## src/rtl/seg_fader_ctrl.sv

```systemverilog
// Single-button controller for the segment fader: synchronise, debounce, classify short/long presses.
// Optional build macro CTRL_IDLE_TIMEOUT_EN returns the field selection to SPEED after inactivity.
module seg_fader_ctrl #(
    parameter int DEBOUNCE_CYCLES = 50000,
    parameter int LONG_CYCLES     = 2000000,
    parameter int TIMEOUT_CYCLES  = 8000000
) (
    input  logic       clk,
    input  logic       reset,
    input  logic       btn_in,
    output logic [2:0] speed,
    output logic [1:0] fade,
    output logic       direction,
    output logic [1:0] sel,
    output logic       changed
);

    localparam int DB_W   = $clog2(DEBOUNCE_CYCLES + 1);
    localparam int HOLD_W = $clog2(LONG_CYCLES + 1);
    localparam logic [DB_W-1:0]   DB_LAST   = DB_W'(DEBOUNCE_CYCLES - 1);
    localparam logic [DB_W-1:0]   DB_ONE    = DB_W'(1);
    localparam logic [HOLD_W-1:0] HOLD_LONG = HOLD_W'(LONG_CYCLES);
    localparam logic [HOLD_W-1:0] HOLD_ONE  = HOLD_W'(1);
    localparam logic [HOLD_W-1:0] HOLD_MAX  = {HOLD_W{1'b1}};

    typedef enum logic [1:0] {
        ST_IDLE = 2'd0,
        ST_HELD = 2'd1,
        ST_LONG = 2'd2
    } state_t;

    logic [1:0]        sync_r;
    logic              db_level_r;
    logic [DB_W-1:0]   db_cnt_r;
    logic              db_accept_s;
    logic              db_rise_s;
    logic              db_fall_s;
    state_t            state_r;
    state_t            state_s;
    logic [HOLD_W-1:0] hold_cnt_r;
    logic              short_s;
    logic              long_s;
    logic              short_r;
    logic              timeout_s;
    logic [2:0]        speed_r;
    logic [1:0]        fade_r;
    logic              direction_r;
    logic [1:0]        sel_r;
    logic              changed_r;

    // Two-flop synchroniser: the only consumer of the raw button.
    always_ff @(posedge clk) begin
        if (reset) begin
            sync_r <= 2'b00;
        end else begin
            sync_r <= {sync_r[0], btn_in};
        end
    end

    // A level change is accepted on the last of the required consecutive mismatch cycles.
    always_comb begin
        db_accept_s = (sync_r[1] != db_level_r) && (db_cnt_r == DB_LAST);
        db_rise_s   = db_accept_s && sync_r[1];
        db_fall_s   = db_accept_s && !sync_r[1];
    end

    // Debounce counter and accepted level.
    always_ff @(posedge clk) begin
        if (reset) begin
            db_level_r <= 1'b0;
            db_cnt_r   <= '0;
        end else if (sync_r[1] == db_level_r) begin
            db_cnt_r   <= '0;
        end else if (db_accept_s) begin
            db_level_r <= sync_r[1];
            db_cnt_r   <= '0;
        end else begin
            db_cnt_r   <= db_cnt_r + DB_ONE;
        end
    end

    // Press classifier next-state logic; release wins over a coincident long threshold.
    always_comb begin
        state_s = state_r;
        short_s = 1'b0;
        long_s  = 1'b0;
        case (state_r)
            ST_IDLE: begin
                if (db_rise_s) begin
                    state_s = ST_HELD;
                end else begin
                    state_s = ST_IDLE;
                end
            end
            ST_HELD: begin
                if (db_fall_s) begin
                    state_s = ST_IDLE;
                    short_s = 1'b1;
                end else if (hold_cnt_r >= HOLD_LONG) begin
                    state_s = ST_LONG;
                    long_s  = 1'b1;
                end else begin
                    state_s = ST_HELD;
                end
            end
            ST_LONG: begin
                if (db_fall_s) begin
                    state_s = ST_IDLE;
                end else begin
                    state_s = ST_LONG;
                end
            end
            default: begin
                state_s = ST_IDLE;
            end
        endcase
    end

    // State register.
    always_ff @(posedge clk) begin
        if (reset) begin
            state_r <= ST_IDLE;
        end else begin
            state_r <= state_s;
        end
    end

    // Hold counter sits at zero outside HELD, so it is already clear on entry; saturates.
    always_ff @(posedge clk) begin
        if (reset) begin
            hold_cnt_r <= '0;
        end else if (state_r != ST_HELD) begin
            hold_cnt_r <= '0;
        end else if (hold_cnt_r != HOLD_MAX) begin
            hold_cnt_r <= hold_cnt_r + HOLD_ONE;
        end else begin
            hold_cnt_r <= hold_cnt_r;
        end
    end

`ifdef CTRL_IDLE_TIMEOUT_EN
    localparam int IDLE_W = $clog2(TIMEOUT_CYCLES + 1);
    localparam logic [IDLE_W-1:0] IDLE_LIMIT = IDLE_W'(TIMEOUT_CYCLES);
    localparam logic [IDLE_W-1:0] IDLE_ONE   = IDLE_W'(1);
    logic [IDLE_W-1:0] idle_cnt_r;

    // Idle counter: cleared by any accepted edge, parks at the limit.
    always_ff @(posedge clk) begin
        if (reset) begin
            idle_cnt_r <= '0;
        end else if (db_accept_s) begin
            idle_cnt_r <= '0;
        end else if (idle_cnt_r != IDLE_LIMIT) begin
            idle_cnt_r <= idle_cnt_r + IDLE_ONE;
        end else begin
            idle_cnt_r <= idle_cnt_r;
        end
    end

    assign timeout_s = (idle_cnt_r == IDLE_LIMIT) && (state_r == ST_IDLE) && (sel_r != 2'd0);
`else
    assign timeout_s = 1'b0;
`endif

    // Field registers: short action lands one cycle after release, sel moves on the long threshold.
    always_ff @(posedge clk) begin
        if (reset) begin
            speed_r     <= 3'd0;
            fade_r      <= 2'd3;
            direction_r <= 1'b1;
            sel_r       <= 2'd0;
            changed_r   <= 1'b0;
            short_r     <= 1'b0;
        end else begin
            short_r   <= short_s;
            changed_r <= 1'b0;
            if (short_r) begin
                changed_r <= 1'b1;
                case (sel_r)
                    2'd0:    speed_r     <= speed_r + 3'd1;
                    2'd1:    fade_r      <= fade_r + 2'd1;
                    2'd2:    direction_r <= ~direction_r;
                    default: speed_r     <= speed_r;
                endcase
            end
            if (long_s) begin
                sel_r     <= (sel_r == 2'd2) ? 2'd0 : (sel_r + 2'd1);
                changed_r <= 1'b1;
            end else if (timeout_s) begin
                sel_r     <= 2'd0;
                changed_r <= 1'b1;
            end
        end
    end

    assign speed     = speed_r;
    assign fade      = fade_r;
    assign direction = direction_r;
    assign sel       = sel_r;
    assign changed   = changed_r;

endmodule

```

## config.mk

```make
export PLATFORM = sky130hd
export DESIGN_NAME = seg_fader_ctrl
export DESIGN_NICKNAME = d
export VERILOG_FILES = /design/src/rtl/seg_fader_ctrl.sv
export SDC_FILE = /design/constraint.sdc
export NUM_CORES = 1
export LEC_CHECK = 0
export ABC_AREA = 1
export BUFFER_PORTS_ARGS = -buffer_cell sky130_fd_sc_hd__buf_2
export CAP_MARGIN = 20
export CORE_MARGIN = 5
export CORE_UTILIZATION = 55
export CTS_CLUSTER_DIAMETER = 80
export DETAILED_ROUTE_END_ITERATION = 8
export MAX_ROUTING_LAYER = met4
export PLACE_DENSITY = 0.87
export SYNTH_ARGS = -nofsm -noshare
export SYNTH_HDL_FRONTEND = slang
export SYNTH_SLANG_ARGS = --single-unit
```

## constraint.sdc

```tcl
create_clock -name clk -period 1.4 [get_ports clk]
set_input_delay 0.21 -clock clk [delete_from_list [all_inputs] [get_ports clk]]
set_output_delay 0.21 -clock clk [all_outputs]
set_load 0.005 [all_outputs]
```

==> results.toml, run 1 <==
[synth]
synth_xor_area_frac = 0.0641
synth_compound_area_frac = 0.0727
synth_seq_cells = 52
syn-num-nets = 378
yosysTopAreaCellShare = 0.401
synthTopCellsByArea = "dfxtp_1 40%, nand2_1 12%, nor2_1 7.8%, inv_1 7.7%, xor2_1 4.4%"
avgSynthCellArea_um2 = 7.00
seq_area_frac_synth = 0.401
synthAdderAreaFrac = 0.0193
synth_top_family_by_area = "simple AND/OR/NAND/NOR gates"
synth_cell_type_count = 32
synthSimpleGateAreaFrac = 0.342
synth_area_leader_cell = "dfxtp_1"
syn_area_um2 = 2600
yosysWarnings = 0
synthMuxAreaShare = 0
syn_inst = 371

[layout]
drive_gt1_frac = 0.300
layout_commonest_cell = "nand2_1"
antenna_cells = 0
fin_util = 0.686
multi_input_area_um2 = 1440
layout_common_cells = "76 x nand2_1, 52 x inv_1, 47 x nor2_1"
stdcell_count = 470
finalNetCount = 422
fillers = 346
area_growth_pct = 23.1
postLayoutCellArea_um2 = 3200
seqCellArea_um2 = 1080

[floorplan]
start_util = 0.557
rows = 25
dieHeight_um = 78.7
dieArea_um2 = 6200
core_area_um2 = 4660
io_pins = 12
die_width_um = 78.7

[run_status]
outcome = "complete, but fails checks"
failed_checks = "setup timing"

[critical_path]
cp.arrival_ps = 1670
worst_ep_required_time_ps = 1650
crit_path_start_kind = "flop"
cp_max_fo = 6
critPathKind = "flop to flop"
worstRegToRegCells = 10
crit_path_end_kind = "flop"

[global_routing]
overflow = 0
grt_pass1_vias = 2415
grt_max_degree = 19
grt_pass1_wl_um = 10100
grt_usage = 0.208
antenna_found_initial = 0

[route]
detail_route.first_pass.iterations = 5
vias = 2505
wire_per_inst_um = 13.3
wl_um = 6240
dr.first_iter.drc_count = 122
ant_nets = 0
viasPerCell = 5.33
drc = 0

[power]
powerDensity_nw_per_um2 = 757
clkPwrFrac = 0.378
ir_worst_vdd_v = 0.000659
p_switching_mw = 0.570
p_seq_frac = 0.611
p_comb_frac = 0.011
netSwitchingFraction = 0.235
totalPowerFinal_mw = 2.42
p_int_mw = 1.85
total_leakage_power_nw = 1.39

[timing]
fin_setup_tns_ps = -33.9
worst_clock_skew_ps = 8.54
setup_ws_ps = -17.9
slew_violations = 0
setup_viol_count_final = 5
finalCritPeriodShare = 1.01
fin_hold_ws_ps = 86.6
max_freq_mhz = 705
fin_crit_ps = 1420
max_slew_margin = 0.709
grt_setup_unrepaired = "true"
hold_viol = 0
worstMarginPinSlew_ps = 435

[cts]
htreeDepth = 2
worstSkewPairLatency_ps = 320
clockBufferDepth = 2
cts_tree = "built"
cts_root_buf = "clkbuf_8"
clk_pin_slew_worst_paths_ps = 100
cts_buffers = 5
clock-sinks = 52

[worst_hold_path]
hp-class = "primary input to flop"
min_path_cells = 3

[job]
cap_violations = 0

[placement]
hpwl_um = 4090
dpl_cell_area_um2 = 2900
placed_cells = 457
gp_congestion = 0.914
portBuffers = 11
place_ws_ps = -65.9
-- worst paths after layout --
kind	from	endpoint	slack [ps]
max	hold_cnt_r[1]$_SDFFE_PP0P_	hold_cnt_r[0]$_SDFFE_PP0P_	-20
min	btn_in	sync_r[0]$_SDFF_PP0_	90
max reg2reg	hold_cnt_r[1]$_SDFFE_PP0P_	hold_cnt_r[0]$_SDFFE_PP0P_	-20
min reg2reg	sync_r[0]$_SDFF_PP0_	sync_r[1]$_SDFF_PP0_	400
-- critical path, cell delays in order (launching register included) --
cell and delay [ps]:
dfxtp_4 370, ha_4 150, inv_4 40, nor2_4 90, nand2_2 70, inv_2 60
nand2_2 70, nor2_4 160, buf_6 160, nand2_2 60, a21oi_2 120
-- sequential cells by signal, indices dropped and copies added (netlist names) --
register,flops
changed,1
db_cnt_r,16
db_level_r,1
direction,1
fade,2
hold_cnt_r,21
sel,2
short_r,1
speed,3
state_r,2
sync_r,2
-- layout make-up --
class | instances | share of cell area
Tap cell | 54 | 0.0211
Clock buffer | 5 | 0.0215
Timing Repair Buffer | 42 | 0.0923
Clock inverter | 3 | 0.00782
Inverter | 59 | 0.0708
Sequential cell | 52 | 0.337
Multi-Input combinational cell | 255 | 0.450
-- synth_stat cells (all sizes together) --
| cell type | n |
|---|---|
| nand2 | 87 |
| nor2 | 59 |
| inv | 58 |
| dfxtp | 52 |
| nand3 | 23 |
| nor3 | 16 |
| a21oi | 15 |
| o21ai | 14 |
| xor2 | 13 |
| nand4 | 6 |
| xnor2 | 6 |
| buf | 5 |
| ha | 4 |
| a31oi | 3 |
| nand3b | 3 |
| or2 | 3 |
| clkinv | 1 |
| nor4 | 1 |
| o211a | 1 |
| o211ai | 1 |
-- cells by family after synthesis --
family                     count (synthesis)
AOI/OAI and AO/OA                         34
adders and majority gates                  4
buffers and inverters                     64
xor gates and xnor gates                  19
and+or+nand+nor                          198
DFF                                       52
-- timing repair --
item                                   CTS  global route
gates resized for setup                 26            38
endpoints found under the hold margin    0             0
pin swaps                                4             9
hold buffers                             0             0
setup endpoints to repair               15            42
setup buffers                            0             5
-- power by group through the flow --
| stage | Combinational (mW) | Clock, mW | Sequential [mW] |
|---|---|---|---|
| final | 0.0267 | 0.916 | 1.48 |
| after global routing | 0.0302 | 0.999 | 1.48 |
| after CTS | 0.0248 | 0.923 | 1.48 |
| after detailed placement | 0.0244 | 0 | 1.51 |
| after global placement | 0.0238 | 0 | 1.51 |
| after floorplan | 0.0122 | 0 | 1.51 |
-- layer usage --
metal	up-vias	GRT usage	part of all wire
met1	1170	0.225	0.41
met3	25	0.0488	0.039
met5	-	-	0
met4	0	0.101	0.037
met2	64	0.358	0.52
li1	1246	-	-
(Power assumes the default switching activity.)
==> run 2, diff against run 1 <==
PLACE_DENSITY = 0.76   (was 0.87)
==> run 2 against run 1 <==
  * Sequential power about the same
  * Worst hold slack worse by 0.80 ps
  * Worst setup slack lost 25 ps
  * The run still ends with setup timing left
  * Design area is 7.1% higher
  * Clock skew is 3.1 ps higher
  * Utilization rose by 4.9 points
  * Largest cell class unchanged
  * Maximum frequency is 1.7% lower
  * Register-to-register slack lost 20 ps
  * Combinational power rose by 6%
  * Global-route usage increased by 0.35 points
  * Sequential share of layout area shrank 2.1 points
==> results.toml, run 2 (synthesis results as in run 1) <==
[run_status]
outcome = "complete, but fails checks"
failed_checks = "setup timing"

[layout]
largest_register = "hold_cnt_r"
layout_common_cells = "75 x nand2_1, 51 x inv_1, 44 x nor2_1"
area_growth_pct = 31.9
antenna_cells = 0
finalNetCount = 438
layout_commonest_cell = "nand2_1"
fillers = 335
multi_input_area_um2 = 1530
largest_register_ffs = 21
seqCellArea_um2 = 1080
drive_gt1_frac = 0.370

[critical_path]
cp_max_fo = 6
cp.depth = 8
worst_path_dominant_cell_family = "simple AND/OR/NAND/NOR gates"
critPathKind = "flop to flop"
cp.arrival_ps = 1660
crit_path_start_kind = "flop"
path_cells = "ha_4, nand3_4, nor2_4, nand4_1, nand3_2, nand2_1, nand2_1, nor2_1"
worst_ep_required_time_ps = 1620
path_buf_inv = 0
worstRegToRegCells = 8
cpMaxStageDelayCell = "dfxtp_4"
worst_path_most_repeated_cell = "nand2_1"
critical-path-max-stage-delay_ps = 380
crit_path_end_kind = "flop"

[timing]
worst_clock_skew_ps = 11.6
fin_setup_tns_ps = -404
grt_setup_unrepaired = "true"
slew_violations = 0
max_freq_mhz = 693
worstMarginPinSlew_ps = 464
setup_ws_ps = -42.5
hold_viol = 0
fin_crit_ps = 1440
max_slew_margin = 0.690
setup_viol_count_final = 17
finalCritPeriodShare = 1.03

[job]
cap_violations = 0

[cts]
worstSkewPairLatency_ps = 320
hold_buffers = 0
clock-sinks = 52
cts_tree = "built"
clockBufferDepth = 2
htreeDepth = 2
cts_buffers = 5
clk_pin_slew_worst_paths_ps = 110
cts_root_buf = "clkbuf_8"

[global_routing]
antenna_found_initial = 0
grt_max_degree = 19
overflow = 0
grt_pass1_vias = 2475
grt_pass1_wl_um = 10400
grt_usage = 0.211

[worst_hold_path]
min_path_cells = 3
hp-class = "primary input to flop"

[route]
wire_per_inst_um = 13.1
detail_route.first_pass.iterations = 4
drt-met1-wl_um = 2660
ant_nets = 0
maxUsedRoutingLayer = "met4"
wl_um = 6360
vias = 2515
wl_met3_um = 190
dr.first_iter.drc_count = 133
wl_met2_um = 3390
drc = 0
viasPerCell = 5.17

[power]
powerDensity_nw_per_um2 = 707
ir_worst_vdd_v = 0.000488
total_leakage_power_nw = 1.48

[placement]
gp_congestion = 0.905
place_ws_ps = -80.5
portBuffers = 11
hpwl_um = 4240

[floorplan]
die_width_um = 78.7
dieArea_um2 = 6200
dieHeight_um = 78.7
io_pins = 12
rows = 25
core_area_um2 = 4660
start_util = 0.557
run 2: cell types whose count changed in the layout (fill, tap and decap cells not counted), sizes merged:
cell / before / now
buf: 42 / 58
clkinv: 1 / 2
clkinvlp: 1 / 0
run 2: final timing paths:
check | from | end | slack [ps]
max | db_cnt_r[0]$_SDFF_PP0_ | sel[1]$_SDFFE_PP0P_ | -40
min | btn_in | sync_r[0]$_SDFF_PP0_ | 90
max reg2reg | db_cnt_r[0]$_SDFF_PP0_ | sel[1]$_SDFFE_PP0P_ | -40
min reg2reg | sync_r[0]$_SDFF_PP0_ | sync_r[1]$_SDFF_PP0_ | 410
run 2: per-layer routing:
layer | track usage | up-vias
met5 | - | -
met4 | 0.0699 | 0
met3 | 0.0408 | 13
met2 | 0.385 | 36
met1 | 0.231 | 1188
li1 | - | 1278
run 2: final cells by class:
| class | count | share of cell area |
|---|---|---|
| multi-input cells | 255 | 0.446 |
| clock buffers | 5 | 0.0201 |
| inverters | 59 | 0.0661 |
| well taps | 54 | 0.0197 |
| repair buffers | 58 | 0.125 |
| clock inverters | 3 | 0.00767 |
| flip-flops and latches | 52 | 0.316 |
run 2: worst register-to-register path, delay by kind of cell (launching register included):
kind / cells / cell delay (ps)
simple gates: 7 / 830
flops: 1 / 380
fa+ha+maj: 1 / 150
run 2: through the flow:
step                power [mW]   util  std cells  area (um2)  hold WS [ps]
floorplan                 1.53      -        371        2630           279
CTS                       2.44  0.674        477        3140          82.5
detailed placement        1.54  0.636        465        2960           395
global placement          1.54  0.636        465        2960           394
finish                    2.42  0.735        486        3430          85.8
global route              2.50  0.735        486        3430           101
run 2: repair_timing:
item / in CTS / in global routing
cloned: 0 / 1
setup buffers: 4 / 9
gates resized for setup: 20 / 71
endpoints found under the setup margin: 30 / 39
pin swaps: 5 / 14
run 2: where the power goes:
| part | internal, mW | switching, mW | total (mW) |
|---|---|---|---|
| clock | 0.370 | 0.550 | 0.920 |
| combinational | 0.0106 | 0.0176 | 0.0283 |
| sequential | 1.47 | 0.00259 | 1.47 |
| total | 1.85 | 0.570 | 2.42 |
==> run 3, diff against run 2 <==
SETUP_SLACK_MARGIN = 0.15   (was unset)
==> run 3 against run 2 <==
  * The run still ends with setup timing left
  * First-iteration DRC count decreased by 12%
  * Largest power group unchanged
  * Worst setup slack gained 5.6 ps
  * Sequential power barely moved
  * Cell count is 0.82% higher
  * Clock skew grew 5.6 ps
  * Total power grew 0.53%
  * Sequential share of layout area decreased by 1.2 points
  * Count of clock-buffer cells in the layout is the same
  * Worst hold slack worse by 3.4 ps
  * Non-clock buffer count grew 4
  * Critical path depth rose by 1
  * Sequential cell count did not move
==> results.toml, run 3 (synthesis results as in run 1) <==
[run_status]
outcome = "complete, but fails checks"
failed_checks = "setup timing"

[timing]
fin_hold_ws_ps = 82.4
finalCritPeriodShare = 1.03
fin_setup_tns_ps = -291
max_freq_mhz = 696
setup_ws_ps = -36.9
worst_clock_skew_ps = 17.2
grt_setup_unrepaired = "true"
slew_violations = 0
setup_viol_count_final = 14
fin_crit_ps = 1440
max_slew_margin = 0.743
hold_viol = 0
worstMarginPinSlew_ps = 385

[power]
p_switching_mw = 0.589
netSwitchingFraction = 0.242
p_comb_frac = 0.015
p_int_mw = 1.85
powerDensity_nw_per_um2 = 685
p_seq_frac = 0.606
ir_worst_vdd_v = 0.000574
total_leakage_power_nw = 1.60
clkPwrFrac = 0.379

[critical_path]
regToRegSetupSlack_ps = -40
cp_max_fo = 8
cp.arrival_ps = 1700
critPathKind = "flop to flop"
crit_path_start_kind = "flop"
crit_path_end_kind = "flop"
worst_ep_required_time_ps = 1660

[cts]
clockBufferDepth = 2
htreeDepth = 2
cts_root_buf = "clkbuf_8"
cts_buffers = 5
worstSkewPairLatency_ps = 330
cts_tree = "built"
hold_buffers = 0
clock-sinks = 52
clk_pin_slew_worst_paths_ps = 100

[global_routing]
overflow = 0
grt_pass1_wl_um = 10300
antenna_found_initial = 0
grt_pass1_vias = 2351
grt_usage = 0.214
grt_max_degree = 18

[placement]
portBuffers = 11
gp_congestion = 0.975
hpwl_um = 3940

[route]
drc = 0
dr.first_iter.drc_count = 117
wire_per_inst_um = 13.5
viasPerCell = 5.15
detail_route.first_pass.iterations = 4
ant_nets = 0
vias = 2525
wl_um = 6620

[floorplan]
rows = 25
die_width_um = 78.7
dieHeight_um = 78.7
start_util = 0.557
io_pins = 12
core_area_um2 = 4660
dieArea_um2 = 6200

[worst_hold_path]
hp-class = "primary input to flop"

[layout]
largest_register_ffs = 21
layout_commonest_cell = "nand2_1"
largest_register = "hold_cnt_r"
drive_gt1_frac = 0.397
finalNetCount = 442
layout_common_cells = "71 x nand2_1, 51 x inv_1, 42 x buf_4"
antenna_cells = 0
area_growth_pct = 36.9
fillers = 316

[job]
cap_violations = 0
run 3: path summary, 6_finish.rpt:
check | start | end | cells after the start
min reg2reg | sync_r[0]$_SDFF_PP0_ | sync_r[1]$_SDFF_PP0_ | 2
min | btn_in | sync_r[0]$_SDFF_PP0_ | 3
max reg2reg | hold_cnt_r[4]$_SDFFE_PP0P_ | hold_cnt_r[7]$_SDFFE_PP0P_ | 9
max | hold_cnt_r[4]$_SDFFE_PP0P_ | hold_cnt_r[7]$_SDFFE_PP0P_ | 9
run 3: final cells by class:
cell class                      count  area, um2  share of cell area
Clock buffer                        5       68.8              0.0193
Tap cell                           54       67.6              0.0190
Sequential cell                    52       1080               0.304
Clock inverter                      3       22.5             0.00633
Timing Repair Buffer               62        480               0.135
Inverter                           59        234              0.0658
Multi-Input combinational cell    255       1600               0.451
run 3: metrics by stage:
stage / power [mW] / worst slack [ps] / area [um2] / std cells / util
after floorplan: 1.53 / 11.1 / 2660 / 371 / -
after global placement: 1.54 / -14.0 / 2940 / 457 / 0.631
after detailed placement: 1.54 / -30.5 / 2940 / 457 / 0.631
after CTS: 2.43 / 3.73 / 3330 / 483 / 0.715
after global routing: 2.52 / -145 / 3560 / 490 / 0.763
final: 2.44 / -36.9 / 3560 / 490 / 0.763
run 3: critical path: stages (launching register included):
cell	delay, ps
dfxtp_1	370
nand2_1	100
nor2_2	170
nand2_2	90
inv_2	80
nand2_4	60
nor2_4	200
buf_6	170
nor2_1	60
nor2_1	80
run 3: what timing repair did:
item	4_1_cts	5_1_grt
gates resized for setup	52	47
gates cloned	1	0
setup endpoints to repair	43	44
setup buffers	17	7
pin swaps	20	26
run 3: metal layers:
metal  routed length [um]  GRT usage  share of wire  vias up
li1                     -          -              -     1288
met3                  295     0.0408          0.045       16
met4                  123     0.0647          0.019        0
met5                    0          -              0        -
met1                 2790      0.249           0.42     1163
met2                 3410      0.374           0.51       58
run 3: power by group through the flow:
| stage | logic, mW | registers [mW] | clock network, mW |
|---|---|---|---|
| 5_1_grt | 0.0400 | 1.48 | 1.00 |
| 4_1_cts | 0.0301 | 1.48 | 0.920 |
| 3_5_place_dp | 0.0246 | 1.51 | 0 |
| 3_3_place_gp | 0.0237 | 1.51 | 0 |
| 2_1_floorplan | 0.0124 | 1.51 | 0 |
| 6_report | 0.0370 | 1.47 | 0.924 |
